[config.mk]
export PLATFORM = sky130hd
export DESIGN_NAME = adc_stim_gen_flat
export DESIGN_NICKNAME = d
export VERILOG_FILES = /design/src/rtl/adc_stim_pkg.sv /design/src/rtl/adc_stim_gen_if.sv /design/src/rtl/adc_stim_shifter.sv /design/src/rtl/adc_stim_gen.sv /design/src/flat_wrapper.sv
export SDC_FILE = /design/constraint.sdc
export NUM_CORES = 1
export LEC_CHECK = 0
export ABC_AREA = 1
export BUFFER_PORTS_ARGS = -buffer_cell sky130_fd_sc_hd__buf_2
export CORE_ASPECT_RATIO = 0.9
export CORE_UTILIZATION = 47
export CTS_BUF_LIST = sky130_fd_sc_hd__clkbuf_8 sky130_fd_sc_hd__clkbuf_16
export DETAILED_ROUTE_END_ITERATION = 7
export PLACE_DENSITY = 0.76
export SETUP_SLACK_MARGIN = 0.05
export SLEW_MARGIN = 20
export SYNTH_ARGS = -nofsm -noshare
export SYNTH_HDL_FRONTEND = slang
export SYNTH_SLANG_ARGS = --single-unit
[constraint.sdc]
create_clock -name clk -period 3.85 [get_ports clk]
set_input_delay 0.385 -clock clk [delete_from_list [all_inputs] [get_ports clk]]
set_output_delay 0.385 -clock clk [all_outputs]
set_load 0.02 [all_outputs]
[src/rtl/adc_stim_pkg.sv]
// Shared types for the ADC stimulus generator: waveform modes, frame FSM states
// and the quarter-wave sine table generator.
package adc_stim_pkg;

  typedef enum logic [1:0] {
    MODE_SQUARE = 2'd0,
    MODE_SAW    = 2'd1,
    MODE_TRI    = 2'd2,
    MODE_SINE   = 2'd3
  } mode_t;

  typedef enum logic [1:0] {
    ST_IDLE  = 2'd0,
    ST_SHIFT = 2'd1,
    ST_DONE  = 2'd2
  } state_t;

  // Quarter-wave sine, Q15 amplitude for idx/256 of a quarter turn.
  // Odd Taylor series through x^9 in Horner form, Q16 coefficients; only ever
  // evaluated with constant arguments to fill a ROM.
  function automatic logic [15:0] sine_quarter(input logic [7:0] idx);
    longint x;
    longint y;
    longint t;
    longint r;
    x = longint'(idx);
    y = x * x;
    t = 11;
    t = 307 - ((t * y) >>> 16);
    t = 5223 - ((t * y) >>> 16);
    t = 42334 - ((t * y) >>> 16);
    t = 102944 - ((t * y) >>> 16);
    r = (x * t) >>> 9;
    if (r > 32767) r = 32767;
    return 16'(r);
  endfunction

endpackage

[src/rtl/adc_stim_gen_if.sv]
// Serial reader-facing bus of the ADC stimulus generator. The reader (master)
// drives SCK/CS/ADDR/MODE/FREQ; the generator (slave) returns two data lanes.
interface adc_stim_gen_if #(
  parameter int NUM_CH  = 4,
  parameter int PHASE_W = 16
);
  localparam int ADDR_W = $clog2(NUM_CH);

  // Handshake: a frame opens on CS falling (ADDR/MODE/FREQ sampled there) and
  // closes on CS rising. The MSB appears on DOUTA/DOUTB one clk after the CS
  // fall and each later bit one clk after an SCK fall; BUSY marks an open frame.
  logic              SCK;
  logic              CS;
  logic [ADDR_W-1:0] ADDR;
  logic [1:0]        MODE;
  logic [PHASE_W-1:0] FREQ;
  logic              DOUTA;
  logic              DOUTB;
  logic              BUSY;
  logic [15:0]       CONV_CNT;

  modport master (
    output SCK, CS, ADDR, MODE, FREQ,
    input  DOUTA, DOUTB, BUSY, CONV_CNT
  );

  modport slave (
    input  SCK, CS, ADDR, MODE, FREQ,
    output DOUTA, DOUTB, BUSY, CONV_CNT
  );

endinterface

[src/rtl/adc_stim_shifter.sv]
// One serial lane: parallel-load MSB-first shift register plus a count of the
// bits shifted since the last load.
module adc_stim_shifter #(
  parameter int DATA_W = 12
) (
  input  logic              clk,
  input  logic              rst_n,
  input  logic              load,
  input  logic [DATA_W-1:0] load_data,
  input  logic              shift,
  output logic              bit_out,
  output logic              last
);

  localparam int CNT_W = $clog2(DATA_W + 1);

  logic [DATA_W-1:0] sreg;
  logic [CNT_W-1:0]  cnt;

  always_ff @(posedge clk or negedge rst_n) begin
    if (!rst_n) begin
      sreg <= '0;
      cnt  <= '0;
    end else if (load) begin
      sreg <= load_data;
      cnt  <= '0;
    end else if (shift) begin
      sreg <= {sreg[DATA_W-2:0], 1'b0};
      cnt  <= cnt + 1'b1;
    end
  end

  assign bit_out = sreg[DATA_W-1];
  // High while the final bit is on the line, so the next shift ends the word.
  assign last    = (cnt == CNT_W'(DATA_W - 1));

endmodule

[src/rtl/adc_stim_gen.sv]
// Multi-channel ADC emulator: phase-accumulator waveform sampled per frame and
// shifted out on two complementary lanes. Define ADC_STIM_SINE_LUT_EN for a real sine in MODE 3.
module adc_stim_gen
  import adc_stim_pkg::*;
#(
  parameter int DATA_W  = 12,
  parameter int NUM_CH  = 4,
  parameter int PHASE_W = 16
) (
  input  logic  clk,
  input  logic  rst_n,
  adc_stim_gen_if.slave bus,
  output state_t fsm_state
);

  localparam int ADDR_W   = $clog2(NUM_CH);
  localparam int CH_SHIFT = PHASE_W - ADDR_W;
  localparam logic [DATA_W-1:0] MID = {1'b1, {(DATA_W-1){1'b0}}};

  state_t state;
  state_t state_next;

  logic sck_q;
  logic cs_q;
  logic armed;
  logic cs_fall;
  logic cs_rise;
  logic sck_fall;

  logic [PHASE_W-1:0] acc;
  logic [PHASE_W-1:0] ch_phase;
  logic [15:0]        conv_cnt;

  logic               load;
  logic               shift_en;
  logic               last_a;
  logic               last_b;
  logic               bit_a;
  logic               bit_b;
  mode_t              mode_sel;
  logic [DATA_W-1:0]  tri_t;
  logic [DATA_W-1:0]  sample_a;
  logic [DATA_W-1:0]  sine_sample;
  logic               unused_bits;

  // armed stays low for the first cycle after reset so a CS or SCK already low
  // at release is absorbed into the delayed copies instead of reading as an edge.
  always_ff @(posedge clk or negedge rst_n) begin
    if (!rst_n) begin
      sck_q <= 1'b1;
      cs_q  <= 1'b1;
      armed <= 1'b0;
    end else begin
      sck_q <= bus.SCK;
      cs_q  <= bus.CS;
      armed <= 1'b1;
    end
  end

  assign cs_fall  = armed & cs_q & ~bus.CS;
  assign cs_rise  = armed & ~cs_q & bus.CS;
  assign sck_fall = armed & sck_q & ~bus.SCK;

  always_ff @(posedge clk or negedge rst_n) begin
    if (!rst_n) begin
      state <= ST_IDLE;
    end else begin
      state <= state_next;
    end
  end

  always_comb begin
    state_next = state;
    load       = 1'b0;
    shift_en   = 1'b0;
    unique case (state)
      ST_IDLE: begin
        if (cs_fall) begin
          state_next = ST_SHIFT;
          load       = 1'b1;
        end
      end
      ST_SHIFT: begin
        // A CS rise takes priority over an SCK fall in the same cycle.
        if (cs_rise) begin
          state_next = ST_IDLE;
        end else if (sck_fall) begin
          shift_en = 1'b1;
          if (last_a & last_b) state_next = ST_DONE;
        end
      end
      ST_DONE: begin
        if (cs_rise) state_next = ST_IDLE;
      end
      default: state_next = ST_IDLE;
    endcase
  end

  always_ff @(posedge clk or negedge rst_n) begin
    if (!rst_n) begin
      acc      <= '0;
      conv_cnt <= '0;
    end else if (cs_fall) begin
      acc      <= acc + bus.FREQ;
      conv_cnt <= conv_cnt + 16'd1;
    end
  end

  // Channels sit at equal fractions of a turn from the shared accumulator.
  assign ch_phase    = acc + (PHASE_W'(bus.ADDR) << CH_SHIFT);
  assign mode_sel    = mode_t'(bus.MODE);
  assign tri_t       = ch_phase[PHASE_W-2 -: DATA_W];
  assign unused_bits = ^ch_phase;

`ifdef ADC_STIM_SINE_LUT_EN
  logic [15:0]       sine_rom [256];
  logic [7:0]        sine_idx;
  logic [15:0]       sine_q15;
  logic [DATA_W-1:0] sine_amp;

  for (genvar i = 0; i < 256; i++) begin : g_sine_rom
    assign sine_rom[i] = sine_quarter(8'(i));
  end

  // Odd quadrants walk the quarter table backwards; the upper half goes below mid-scale.
  assign sine_idx    = ch_phase[PHASE_W-2] ? ~ch_phase[PHASE_W-3 -: 8] : ch_phase[PHASE_W-3 -: 8];
  assign sine_q15    = sine_rom[sine_idx];
  assign sine_amp    = DATA_W'((32'(sine_q15) << (DATA_W - 1)) >> 15);
  assign sine_sample = ch_phase[PHASE_W-1] ? (MID - sine_amp) : (MID + sine_amp);
`else
  assign sine_sample = MID;
`endif

  always_comb begin
    sample_a = '0;
    unique case (mode_sel)
      MODE_SQUARE: sample_a = ch_phase[PHASE_W-1] ? '1 : '0;
      MODE_SAW:    sample_a = ch_phase[PHASE_W-1 -: DATA_W];
      MODE_TRI:    sample_a = ch_phase[PHASE_W-1] ? ~tri_t : tri_t;
      MODE_SINE:   sample_a = sine_sample;
      default:     sample_a = '0;
    endcase
  end

  adc_stim_shifter #(.DATA_W(DATA_W)) u_lane_a (
    .clk       (clk),
    .rst_n     (rst_n),
    .load      (load),
    .load_data (sample_a),
    .shift     (shift_en),
    .bit_out   (bit_a),
    .last      (last_a)
  );

  adc_stim_shifter #(.DATA_W(DATA_W)) u_lane_b (
    .clk       (clk),
    .rst_n     (rst_n),
    .load      (load),
    .load_data (~sample_a),
    .shift     (shift_en),
    .bit_out   (bit_b),
    .last      (last_b)
  );

  assign bus.DOUTA    = (state == ST_SHIFT) & bit_a;
  assign bus.DOUTB    = (state == ST_SHIFT) & bit_b;
  assign bus.BUSY     = (state != ST_IDLE);
  assign bus.CONV_CNT = conv_cnt;
  assign fsm_state    = state;

endmodule

[src/flat_wrapper.sv]
// flat-port wrapper written by rule: the top's interface ports become plain ports
module adc_stim_gen_flat import adc_stim_pkg::*;
#(
  parameter int DATA_W  = 12,
  parameter int NUM_CH  = 4,
  parameter int PHASE_W = 16
)
  (clk, rst_n, fsm_state, bus_SCK, bus_CS, bus_ADDR, bus_MODE, bus_FREQ, bus_DOUTA, bus_DOUTB, bus_BUSY, bus_CONV_CNT);
  adc_stim_gen_if #(.NUM_CH(NUM_CH), .PHASE_W(PHASE_W)) bus_i ();
  input  logic clk;
  input  logic rst_n;
  output state_t fsm_state;
  input wire logic [$bits(bus_i.SCK)-1:0] bus_SCK;
  input wire logic [$bits(bus_i.CS)-1:0] bus_CS;
  input wire logic [$bits(bus_i.ADDR)-1:0] bus_ADDR;
  input wire logic [$bits(bus_i.MODE)-1:0] bus_MODE;
  input wire logic [$bits(bus_i.FREQ)-1:0] bus_FREQ;
  output wire logic [$bits(bus_i.DOUTA)-1:0] bus_DOUTA;
  output wire logic [$bits(bus_i.DOUTB)-1:0] bus_DOUTB;
  output wire logic [$bits(bus_i.BUSY)-1:0] bus_BUSY;
  output wire logic [$bits(bus_i.CONV_CNT)-1:0] bus_CONV_CNT;
  assign bus_i.SCK = bus_SCK;
  assign bus_i.CS = bus_CS;
  assign bus_i.ADDR = bus_ADDR;
  assign bus_i.MODE = bus_MODE;
  assign bus_i.FREQ = bus_FREQ;
  assign bus_DOUTA = bus_i.DOUTA;
  assign bus_DOUTB = bus_i.DOUTB;
  assign bus_BUSY = bus_i.BUSY;
  assign bus_CONV_CNT = bus_i.CONV_CNT;
  adc_stim_gen #(.DATA_W(DATA_W), .NUM_CH(NUM_CH), .PHASE_W(PHASE_W)) u_core (.clk(clk), .rst_n(rst_n), .bus(bus_i), .fsm_state(fsm_state));
endmodule
==> results of run 1 <==
registers in the layout (all words and copies together) (netlist names):
register	cells
u_core.bus.CONV_CNT	16
u_core.cs_q	1
u_core.u_lane_b.cnt	4
u_core.u_lane_a.cnt	4
u_core.sck_q	1
u_core.u_lane_a.sreg	12
u_core.armed	1
u_core.acc	16
u_core.fsm_state	2
u_core.u_lane_b.sreg	12
power groups by stage:
stage / Combinational [uW] / Sequential [uW] / Clock (uW)
2_1_floorplan: 1060 / 1150 / 0
3_3_place_gp: 1300 / 1180 / 0
3_5_place_dp: 1350 / 1190 / 0
4_1_cts: 1360 / 1180 / 734
5_1_grt: 1580 / 1220 / 766
6_report: 1370 / 1180 / 724
worst register-to-register path, stage by stage (launching register included):
cell and delay [ns]:
sky130_fd_sc_hd__dfstp_2 0.55, sky130_fd_sc_hd__nand3_4 0.30, sky130_fd_sc_hd__nor2_8 0.37, sky130_fd_sc_hd__inv_4 0.15, sky130_fd_sc_hd__nand2_4 0.18, sky130_fd_sc_hd__inv_2 0.21, sky130_fd_sc_hd__a22o_1 0.23
layout make-up:
cell class / count / area [sq um]
repair buffers: 45 / 228
clock buffers: 9 / 124
fillers: 810 / 3880
multi-input cells: 452 / 2290
flip-flops and latches: 69 / 1730
clock inverters: 7 / 120
inverters: 66 / 250
well taps: 119 / 149
stage by stage:
step	instances	instance area [sq um]	utilization (%)	setup slack (ns)
6_report	767	4890	55.8	1.75
3_3_place_gp	751	4650	53.0	1.76
5_1_grt	767	4890	55.8	1.53
2_1_floorplan	602	4350	-	2.15
3_5_place_dp	751	4650	53.0	1.69
4_1_cts	767	4890	55.8	1.74
placed cells by master (no fill, tap or decap), types with 10 or more instances in the layout:
cell type / netlist / layout
sky130_fd_sc_hd__o21ai_0: 35 / 35
sky130_fd_sc_hd__inv_1: 63 / 63
sky130_fd_sc_hd__ha_1: 19 / 19
sky130_fd_sc_hd__nor2_1: 62 / 62
sky130_fd_sc_hd__xor2_1: 13 / 13
sky130_fd_sc_hd__dfrtp_1: 67 / 67
sky130_fd_sc_hd__nand2_1: 192 / 192
sky130_fd_sc_hd__a21oi_1: 22 / 22
sky130_fd_sc_hd__buf_2: 8 / 44
sky130_fd_sc_hd__nand3_1: 57 / 57
sky130_fd_sc_hd__xnor2_1: 10 / 10
cell families (layout without fill, tap and decap cells):
kind of cell,Yosys count,count (layout),share of synthesized area (%)
and+or+nand+nor,343,343,34.2
AOI/OAI and AO/OA,65,65,7.86
xor gates and xnor gates,23,23,4.63
adders and majority gates,20,20,5.93
DFF,69,69,39.8
buffers and inverters,81,127,7.54
other,1,1,0.0862
layer usage:
metal	part of all wire [%]	routed length [um]	up-vias	global-route usage [%]
li1	-	-	1998	-
met1	47	4560	1773	30.2
met3	5.3	510	11	4.63
met2	46	4490	115	35.5
met5	0	0	-	0
met4	1.1	109	0	5.87
worst paths after layout:
check | startpoint | depth (start not counted) | slack, ns | endpoint
min in group clk | bus_SCK | 1 | 0.15 | u_core.sck_q$_DFF_PN1_
worst min-delay path | rst_n | 1 | 0.1 | u_core.bus.CONV_CNT[12]$_DFFE_PN0P_
worst max-delay path | u_core.cs_q$_DFF_PN1_ | 6 | 1.75 | u_core.u_lane_a.cnt[1]$_DFFE_PN0P_
worst max register to register | u_core.cs_q$_DFF_PN1_ | 6 | 1.75 | u_core.u_lane_a.cnt[1]$_DFFE_PN0P_
worst min register to register | u_core.u_lane_b.sreg[6]$_DFFE_PN0P_ | 2 | 0.49 | u_core.u_lane_b.sreg[6]$_DFFE_PN0P_
max in group asynchronous | rst_n | 2 | 2.81 | u_core.sck_q$_DFF_PN1_
==> reports/summary.md, run 1 <==
On the critical path, the stage with the largest delay is an instance of sky130_fd_sc_hd__dfstp_2. The area growth from synthesis to layout is 12.5%. The number of buffers added on ports is 44, and the power density over the cells is 669 nW/um^2.

The logs give 41.9% for the combinational power share and 0 for the post-cts sizing count. For the number of iterations in the first detailed-routing pass, the log shows 5. The number of warning messages in the yosys log was 0. After the first detailed-routing iteration, the DRC count stood at 303.

On the worst path, the slowest cell contributes a delay of 0.55 ns. For this block, the routed nets add up to 9660 um of wire. The transition time at the pin with the least slew margin works out to 0.730 ns. The congestion estimate from routability-driven global placement came to 0.875. For the total CTS buffers, the log shows 9. Setup repair after global routing left no endpoint under its margin. Post-CTS timing repair inserted 0 buffers for setup.

After legalization and detailed placement, the total HPWL measured 7230 um. Between clock sinks in the finished design, the worst skew comes to 0.0163 ns. The tools report the synthesized instance count as 602.

For the sum of negative setup slack, the log shows 0 ns. The die is 103 um wide. Dividing the synthesized area by the synthesized cell count gives 7.22 sq um. Top cell type by total area after synthesis: sky130_fd_sc_hd__dfrtp_1.

The number of antenna diodes in the final layout is 0. For this design the top-level I/O count stands at 45. In the final design database the tool counted 687 nets. The tools report the reported max-cap violation count as 0. In this run the power spent charging and discharging nets is 1360 uW.

The register bit total from synthesis came out at 69. The root buffer selected by CTS is sky130_fd_sc_hd__clkbuf_8. The worst pin sits at a relative slew slack of 51.4%. The class of the tightest hold or removal check is in -> async. The via count of the first global-routing pass was 3633.

In this run the static leakage power is 0.00262 uW. Once detail routing completed, the nets flagged for antenna violations numbered 0. The standard cell core area is 8770 sq um.

For the worst-skew pair later-pin latency, the log shows 0.35 ns. By count the netlist is led by sky130_fd_sc_hd__nand2_1, sky130_fd_sc_hd__dfrtp_1, sky130_fd_sc_hd__inv_1. Counting I/O delays and the setup requirement, the final critical path takes 2.10 ns. When the netlist entered floorplanning its net count stood at 646. The number of max-slew violations in the final report is 0, and the die extent in y is 93.2 um.

The H-tree was split into 3 levels. After synthesis, the share of flip-flops with an asynchronous set or reset is 100%. Internal power comes to 1920 uW. The total count of hold-check failures in the final report was 0.

The post-route netlist has 12.7% of its cells at a drive strength greater than 1. Worst hold-check slack: 0.0960 ns. The die covers 9640 sq um. The critical-path maximum fanout is 26, and the average routed wire per standard cell is 12.6 um.

Overall power consumption: 3270 uW. The clock input transition at the sequential cells of the worst setup and hold paths is 0.07 ns. The largest net degree at the start of global routing was 38. The critical path contains buffers and inverters numbering 2 combined.

Net switching is 41.5% of the power. Among all cell types in the netlist, the one instantiated most often is sky130_fd_sc_hd__nand2_1. The logs give 36.0% for the sequential cell fraction of total power and 39.8% for the sequential share of the synthesized area. The final critical path takes up 54.5% of the cycle.

The run finished with clean final reports. Summing over every cut layer, the via total after detailed routing is 3897. In this run the deepest clock path goes through 2 buffers. The relative contribution of the clock network to total power was 22.1%. The signal on the critical path passes through nand3_4, nor2_8, inv_4, nand2_4, inv_2, a22o_1.

Primary flip-flop cell chosen by synthesis mapping: sky130_fd_sc_hd__dfrtp_1. Timing would allow up to 0.477 GHz. The logs give 0 for the initial antenna violation count and 69 for the number of clock sinks. The number of different library cells used by synthesis comes to 39. Initial core utilization: 49.6%. The fraction of post-synthesis cell area in the top cell type by area is 38.6%.

The initialized floorplan defines 32 standard-cell rows. The kind of start point of the critical path is a flop. Summing every instance area after synthesis gives 4350 sq um.

TritonCTS built the clock tree. STA puts the critical path data required time at 4.09 ns. The family with the most delay on the worst path is simple AND/OR/NAND/NOR gates. Setup violations remaining at the end of the flow were counted as 0.

Capturing element type of the critical path: a flop. The startpoint-to-endpoint class of the critical path is reg -> reg. The tools report the number of hold-repair buffers added at the cts stage as 0. The number of enable flip-flop cells after synthesis came out at 0.

The residual DRC count is 0, and the maximum vdd ir drop is 0.000376 V. By area the synthesized netlist is led by sky130_fd_sc_hd__dfrtp_1, sky130_fd_sc_hd__nand2_1, sky130_fd_sc_hd__nand3_1. The logs give 2.33 ns for the data arrival time of the worst path and 16600 um for the wire length of the first global-routing pass. The vias per cell is 5.08, and the global-route usage over all layers is 22.1%.

Global routing finished with a remaining overflow of 0.
Note: power is estimated with default switching activity, not from simulation.
==> run 2, diff against run 1 <==
- ABC_AREA: 1 -> 0
- clock period: 3.85 -> 2 ns (I/O delays scaled with it)
==> reports/summary.md, run 2 <==
The flow ran to the end, but the final reports show violations. The checks that failed: setup timing. The worst-skew pair later-pin latency is 0.35 ns (about the same).

The detailed-placement wirelength estimate is 6170 um (-15%), and the via count is 3364 (-14%). The vias per cell works out to 5.33 (+4.9%). For the sequential share of the synthesized area, the log shows 41.8% (+2.0 points).

The run gives 9180 sq um (-4.8%) as the floorplan die area. The wire length of the first global-routing pass came out at 14800 um (-11%). The number of warning messages in the yosys log was 0 (unchanged); the synthesized netlist net count was 482 (-25%).

The logs give 4140 sq um (-4.9%) for the cell area after synthesis and 0.0126 ns (-0.00369 ns) for the worst-case clock skew. The mean post-synth cell area is 9.44 sq um (+31%), and the data arrival time of the worst path is 2.34 ns (about the same). Ranked by total cell area, the synthesized netlist is headed by sky130_fd_sc_hd__dfrtp_1, sky130_fd_sc_hd__nand2_1, sky130_fd_sc_hd__ha_1. The residual DRC count was 0 (unchanged); the via count of the first global-routing pass was 3244 (-11%). The sequential cell fraction of total power was 33.3% (-2.7 points); the number of buffers on the longest clock path was 2 (unchanged). Post-synthesis cell type count: 55 (+41%). The total CTS buffers came out at 9 (unchanged). The average routed wire per standard cell works out to 13.9 um (+10%).

The delay of the slowest cell on the worst path came out at 0.41 ns (-0.14 ns). The DRC marker count from the first detailed-route iteration is 110 (-64%). The switching portion of total power was 37.9% (-3.6 points).

The upper clock frequency limit is 0.471 GHz (-1.1%). The library cell used most frequently in the layout, excluding fill and tap cells, is sky130_fd_sc_hd__nand2_1. The number of placed I/O pins came out at 45 (unchanged). Global placer's final weighted congestion: 0.885 (+1.1%).

Capturing element type of the critical path: a flop. In the layout the commonest cells are sky130_fd_sc_hd__nand2_1, sky130_fd_sc_hd__dfrtp_1, sky130_fd_sc_hd__buf_2. The total inserted antenna cells is 0 (unchanged). The power density over the cells is 1290 nW/um^2 (+93%), and the count of fill cells added during filler insertion is 729 (-10%).

Sorting the synthesized cells by how often they occur yields sky130_fd_sc_hd__nand2_1, sky130_fd_sc_hd__dfrtp_1, sky130_fd_sc_hd__o21ai_0. The number of rows created at floorplan was 32 (unchanged). The register bit total from synthesis was 69 (unchanged); the number of iterations in the first detailed-routing pass was 6 (+1).

Walking the worst path, the cells encountered are ha_4, fa_2, a211oi_4, o211ai_1, a41oi_2, a21oi_2, xnor2_1, o21ai_1. The most common cell in the synthesized netlist is sky130_fd_sc_hd__nand2_1. The startpoint-to-endpoint class of the critical path was reg -> reg.

The cell internal power dissipation was 4150 uW (+120%); the ratio of final minimum period to clock period was 106% (+52 points). Setup repair after global routing could not meet its margin everywhere. The time the worst path needs with I/O delays and setup was 2.12 ns (+0.0236 ns).

The final-stage net count is 551 (-20%), and the sum of routed wire length over all layers is 8760 um (-9.4%). The maximum vdd ir drop was 0.000694 V (+85%); the critical-path maximum fanout was 3 (-88%). The die extent in y was 91 um (-2.4%); the combinational power share was 49.0% (+7.1 points).

The worst setup path is launched from a flop. The top cell type by total area after synthesis was sky130_fd_sc_hd__dfrtp_1. In this run the worst hold path is classified as in -> reg. Primary flip-flop cell chosen by synthesis mapping: sky130_fd_sc_hd__dfrtp_1. The number of buffers added on ports came out at 44 (unchanged).

The final worst-path setup slack is -0.121 ns (-1.87 ns), and the largest net degree at the start of global routing is 70 (+84%). The sum of overflow across all layers after global routing is 0 (unchanged). The tools report the deepest level of the CTS H-tree as 3 (unchanged). The width of the chip was 101 um (-2.4%); the number of enable flip-flop cells after synthesis was 0 (unchanged). The final non-filler cell area was 5160 sq um (+5.4%). The number of clock sinks is 69 (unchanged), and the synthesized instance count is 438 (-27%). TritonCTS built the clock tree.

The initial antenna violation count was 0 (unchanged). The required time of the worst setup path was 2.22 ns (-1.87 ns); the number of antenna-violating nets in the routed design was 0 (unchanged). The total count of hold-check failures in the final report was 0 (unchanged); the relative contribution of the clock network to total power was 17.6% (-4.5 points).

For the net switching power figure, the log shows 2530 uW (+86%). The run gives 48.3% (-1.3 points) as the initial core utilization. The fraction of post-synthesis cell area in the top cell type by area was 40.5% (+2.0 points). The number of buffer and inverter stages on the critical path came out at 0 (-2).

The tools report the number of setup violations in the final report as 3 (+3). The share of cells above drive strength 1 is 29.1% (+16 points), and the leakage power is 0.00232 uW (-11%). Number of max-slew violations in the final report: 0 (unchanged).

The clock input transition at the sequential cells of the worst setup and hold paths is 0.07 ns (about the same), and the signed area change from the synthesized netlist to the final layout is 24.7%. The async set or reset register ratio after synthesis was 100% (unchanged); the placed cell area was 4610 sq um (-0.73%). The run gives 0 (unchanged) as the reported max-cap violation count. Global-route usage over all layers: 20.6% (-1.5 points). Among all stages on the critical path, the largest delay is contributed by sky130_fd_sc_hd__dfrtp_1. For the standard cell core area, the log shows 8570 sq um (-2.3%). On the critical path the largest part of the delay comes from compound AO/OA/AOI/OAI gates. The tree is rooted in a sky130_fd_sc_hd__clkbuf_8. The post-placement setup slack is -0.173 ns (-1.87 ns).
## run 2: cell count changes after synthesis, sizes merged, moves of 11 or more
cell / before / now
nand2: 195 / 68
nand3: 58 / 12
nor2: 73 / 24
xor2: 13 / 24
nor2b: 0 / 11
inv: 65 / 4
o21a: 0 / 12
## run 2: logic make-up (layout without fill, tap and decap cells)
group,after synthesis,after routing,share of synthesized area [%]
compound gates,109,109,17.1
xor+xnor,42,42,9.80
fa+ha+maj,20,20,6.23
buf+inv,26,100,3.02
flops,69,69,41.8
mux,6,6,1.48
other cells,1,1,0.0907
simple gates,165,165,20.4
## run 2: final cells by class
type / instances / area, sq um / area share, %
multi-input cells: 343 / 2490 / 48.3
flip-flops and latches: 69 / 1730 / 33.6
repair buffers: 80 / 561 / 10.9
clock buffers: 12 / 165 / 3.20
well taps: 119 / 149 / 2.89
clock inverters: 4 / 47.5 / 0.922
inverters: 4 / 15.0 / 0.291
## run 2: tightest hold or removal path: cells and delay by family
kind          cells  cell delay [ns]
fa+ha+maj         1             0.12
buf+inv           1             0.11
simple gates      2             0.09
## run 2: worst paths after layout
kind                       slack (ns)                             endpoint  depth (start not counted)                           startpoint
max in group asynchronous        1.28                u_core.cs_q$_DFF_PN1_                          3                                rst_n
min reg2reg                      0.48  u_core.u_lane_b.sreg[6]$_DFFE_PN0P_                          2  u_core.u_lane_b.sreg[6]$_DFFE_PN0P_
max reg2reg                     -0.12           u_core.acc[12]$_DFFE_PN0P_                          8            u_core.acc[0]$_DFFE_PN0P_
min in group asynchronous        0.41      u_core.fsm_state[1]$_DFFE_PN0P_                          3                                rst_n
max                             -0.12           u_core.acc[12]$_DFFE_PN0P_                          8            u_core.acc[0]$_DFFE_PN0P_
min                              0.21            u_core.acc[0]$_DFFE_PN0P_                          4                          bus_FREQ[0]
## run 2: what timing repair did
item / CTS / global route
cloned: 0 / 1
endpoints found under the hold margin: 69 / 0
pin swaps: 9 / 21
setup buffers: 5 / 4
hold buffers: 3 / 0
resized for setup: 14 / 30
setup endpoints to repair: 16 / 35
## run 2: layer usage
layer / GRT usage [%] / routed length (um) / up-vias / part of all wire (%)
met5: 0 / 0 / - / 0
met4: 6.16 / 155 / 0 / 1.8
met3: 4.31 / 324 / 18 / 3.7
met2: 34.6 / 4380 / 59 / 50
met1: 26.6 / 3890 / 1615 / 44
li1: - / - / 1672 / -
## run 2: power by group through the flow
stage          logic, uW  registers [uW]  clock network (uW)
2_1_floorplan       2070            2210                   0
3_3_place_gp        2730            2200                   0
3_5_place_dp        2840            2230                   0
4_1_cts             2990            2220                1210
5_1_grt             3630            2290                1260
6_report            3270            2220                1180
## run 2: through the flow
| stage | util [%] | cells | total power, uW | hold WS, ns | setup TNS [ns] |
|---|---|---|---|---|---|
| finish | 60.2 | 631 | 6680 | 0.208 | -0.296 |
| detailed placement | 53.8 | 602 | 5060 | 0.253 | -0.381 |
| global placement | 53.8 | 602 | 4920 | 0.250 | -0.144 |
| global route | 60.2 | 631 | 7180 | 0.219 | -0.518 |
| floorplan | - | 438 | 4280 | -0.0956 | 0 |
| CTS | 58.1 | 626 | 6420 | 0.184 | -0.538 |
==> run 3, diff against run 2 <==
- clock period: 2 -> 2.3 ns (I/O delays scaled with it)
==> reports/summary.md, run 3 (same netlist as run 2, synthesis figures left out) <==
The tools report the kind of start point of the critical path as a flop. Number of clock sinks: 69 (unchanged). The number of antenna-violating nets in the routed design came out at 0 (unchanged). STA classifies the critical path endpoint as a flop. The die extent in y was 91 um (unchanged); the initial antenna violation count was 0 (unchanged). The share of cells above drive strength 1 is 22.3% (-6.8 points).

The combinational power share was 45.3% (-3.7 points); the final-stage net count was 536 (-2.7%). For the number of placed I/O pins, the log shows 45 (unchanged). For the standard cell core area, the log shows 8570 sq um (unchanged). The upper clock frequency limit is 0.461 GHz (-2.3%). The path with the worst hold slack has its endpoint at u_core.acc[0]$_DFFE_PN0P_. For the sequential cell fraction of total power, the log shows 36.4% (+3.1 points).

The wire length of the first global-routing pass was 14700 um (-0.61%); the required time of the worst setup path was 2.59 ns (+0.37 ns). For the storage element area, the log shows 1730 sq um (about the same). CTS placed an instance of sky130_fd_sc_hd__clkbuf_8 at the clock tree root. The cell internal power dissipation came out at 3290 uW (-21%). The tools report the floorplan die area as 9180 sq um (unchanged). The via count came out at 3308 (-1.7%). In this run the tightest slew margin relative to its limit is 48.9%. For the final worst-path setup slack, the log shows 0.129 ns (+0.250 ns).

The logs give 2.46 ns (+0.12 ns) for the data arrival time of the worst path and 18.3% (+0.7 points) for the relative contribution of the clock network to total power. The final cell utilization of the core was 56.1% (-4.0 points); the ratio of final minimum period to clock period was 94.4% (-12 points). The tools report the sum of routed wire length over all layers as 8540 um (-2.5%).

The reported max-cap violation count was 0 (unchanged). The global placer's final weighted congestion came out at 0.886 (about the same). The deepest level of the CTS H-tree came out at 3 (unchanged).

The residual DRC count is 0 (unchanged). The startpoint identified for the worst register-to-register timing path is u_core.acc[2]$_DFFE_PN0P_. Worst hold path depth: 4 (unchanged). The vias per cell was 5.37 (+0.73%). The total CTS buffers came out at 9 (unchanged).

The clock input transition at the sequential cells of the worst setup and hold paths works out to 0.08 ns (about the same). The overall power consumption came out at 5400 uW (-19%). In this run the critical register-to-register path is captured at u_core.acc[7]$_DFFE_PN0P_.

The initial core utilization is 48.3% (unchanged). Setup repair after global routing could not meet its margin everywhere. The footprint of the multi-input gates came out at 2320 sq um (-6.9%). The number of buffers on the longest clock path was 2 (unchanged). The startpoint-to-endpoint class of the critical path was reg -> reg. Switching portion of total power: 39.0% (+1.1 points). The time the worst path needs with I/O delays and setup was 2.17 ns (+0.0502 ns); the width of the chip was 101 um (unchanged). The flow ran to the end, and the final reports show no timing, DRC or antenna violations.

The tools report the worst-case clock skew as 0.0167 ns (+0.00412 ns). The logs give 0 (unchanged) for the total count of hold-check failures in the final report and 0 (unchanged) for the total inserted antenna cells. Maximum vdd ir drop: 0.000523 V (-25%). Number of setup violations in the final report: 0 (-3).

The power density over the cells was 1120 nW/um^2 (-13%); the worst reg-to-reg path cell count was 7 (-1). Number of rows created at floorplan: 32 (unchanged). The number of buffers added on ports is 44 (unchanged). The tools report the sum of overflow across all layers after global routing as 0 (unchanged).

The run gives 0.00220 uW (-5.4%) as the leakage power. The worst hold-check slack was 0.198 ns (-0.0104 ns). The top cell types in the final layout, fill and taps aside, are sky130_fd_sc_hd__nand2_1, sky130_fd_sc_hd__dfrtp_1, sky130_fd_sc_hd__buf_2.

In this run the worst hold path is classified as in -> reg. The logs give 3125 (-3.7%) for the via count of the first global-routing pass and 70 (unchanged) for the largest net degree at the start of global routing. Post-placement setup slack: -0.0932 ns (+0.0793 ns).

The run gives 0.13 ns (+0.25 ns) as the setup slack of the worst register-to-register path. The global-route usage over all layers came out at 20.3% (-0.28 points). The worst-skew pair later-pin latency came out at 0.36 ns (about the same). The number of max-slew violations in the final report came out at 0 (unchanged). Detailed-placement wirelength estimate: 6030 um (-2.4%). The tools report the start point of the worst hold path as bus_FREQ[0]. The critical-path maximum fanout was 5 (+2). The leading cell type in the layout, fill and taps excluded was sky130_fd_sc_hd__nand2_1. The number of iterations in the first detailed-routing pass is 5 (-1).

TritonCTS built the clock tree. The transition time at the pin with the least slew margin works out to 0.764 ns. The net switching power figure is 2110 uW (-17%). The count of fill cells added during filler insertion was 781 (+7.1%). The average routed wire per standard cell is 13.9 um (-0.15%), and the DRC marker count from the first detailed-route iteration is 89 (-19%).

From synthesis to final layout, the design area changed by 16.3%.
[run 3: cell count changes in the layout (fill, tap and decap cells not counted), moves of 3 or more]
cell / change
sky130_fd_sc_hd__buf_4: -11
sky130_fd_sc_hd__clkbuf_8: -3
sky130_fd_sc_hd__ha_1: +7
sky130_fd_sc_hd__ha_4: -5
sky130_fd_sc_hd__nor3_1: +5
sky130_fd_sc_hd__nor3_2: -3
sky130_fd_sc_hd__o21ai_0: +8
sky130_fd_sc_hd__o21ai_1: -6
[run 3: cell type report]
cell class	instances	share of cell area, %
multi-input combinational	343	48.1
clock inverter	7	1.40
tap	119	3.09
clock buffer	9	2.57
sequential	69	35.9
timing repair buffer	65	8.53
inverter	4	0.312
[run 3: worst max path at each step]
stage                     cells after the start                    endpoint                 startpoint
after floorplan                               8  u_core.acc[14]$_DFFE_PN0P_  u_core.acc[0]$_DFFE_PN0P_
after global placement                        8  u_core.acc[14]$_DFFE_PN0P_  u_core.acc[0]$_DFFE_PN0P_
after detailed placement                      8  u_core.acc[14]$_DFFE_PN0P_  u_core.acc[0]$_DFFE_PN0P_
after CTS                                     8  u_core.acc[14]$_DFFE_PN0P_  u_core.acc[0]$_DFFE_PN0P_
after global routing                          7   u_core.acc[7]$_DFFE_PN0P_  u_core.acc[2]$_DFFE_PN0P_
final                                         7   u_core.acc[7]$_DFFE_PN0P_  u_core.acc[2]$_DFFE_PN0P_
[run 3: per-stage QoR]
stage	TNS (ns)	area, sq um	cells
floorplan	0	4140	438
global placement	-0.0720	4520	591
detailed placement	-0.188	4520	591
CTS	0	4750	610
global route	0	4810	616
finish	0	4810	616
[run 3: timing repair]
item / CTS / global route
pin swaps: 0 / 4
resized for setup: 2 / 3
setup endpoints to repair: 3 / 7
hold endpoints to repair: 69 / 0
setup buffers: 0 / 6
hold buffers: 3 / 0
[run 3: critical path, cell delays in order (launching register included)]
cell and delay [ns]:
sky130_fd_sc_hd__dfrtp_1 0.40, sky130_fd_sc_hd__ha_1 0.40, sky130_fd_sc_hd__o21ai_0 0.17, sky130_fd_sc_hd__o21bai_1 0.16, sky130_fd_sc_hd__a21o_1 0.18, sky130_fd_sc_hd__a21oi_1 0.10
sky130_fd_sc_hd__or4b_2 0.62, sky130_fd_sc_hd__nand3_1 0.09
[run 3: power by group through the flow]
stage	clock [uW]	sequential [uW]	combinational [uW]
finish	988	1970	2450
global route	1050	2020	2740
CTS	1010	1960	2320
detailed placement	0	1980	2270
global placement	0	1960	2200
floorplan	0	1920	1780
[run 3: metal layers]
metal | GRT usage (%) | routed length, um
met1 | 28.9 | 4150
met2 | 30.0 | 3920
met3 | 4.62 | 283
met4 | 7.97 | 178
met5 | 0 | 0
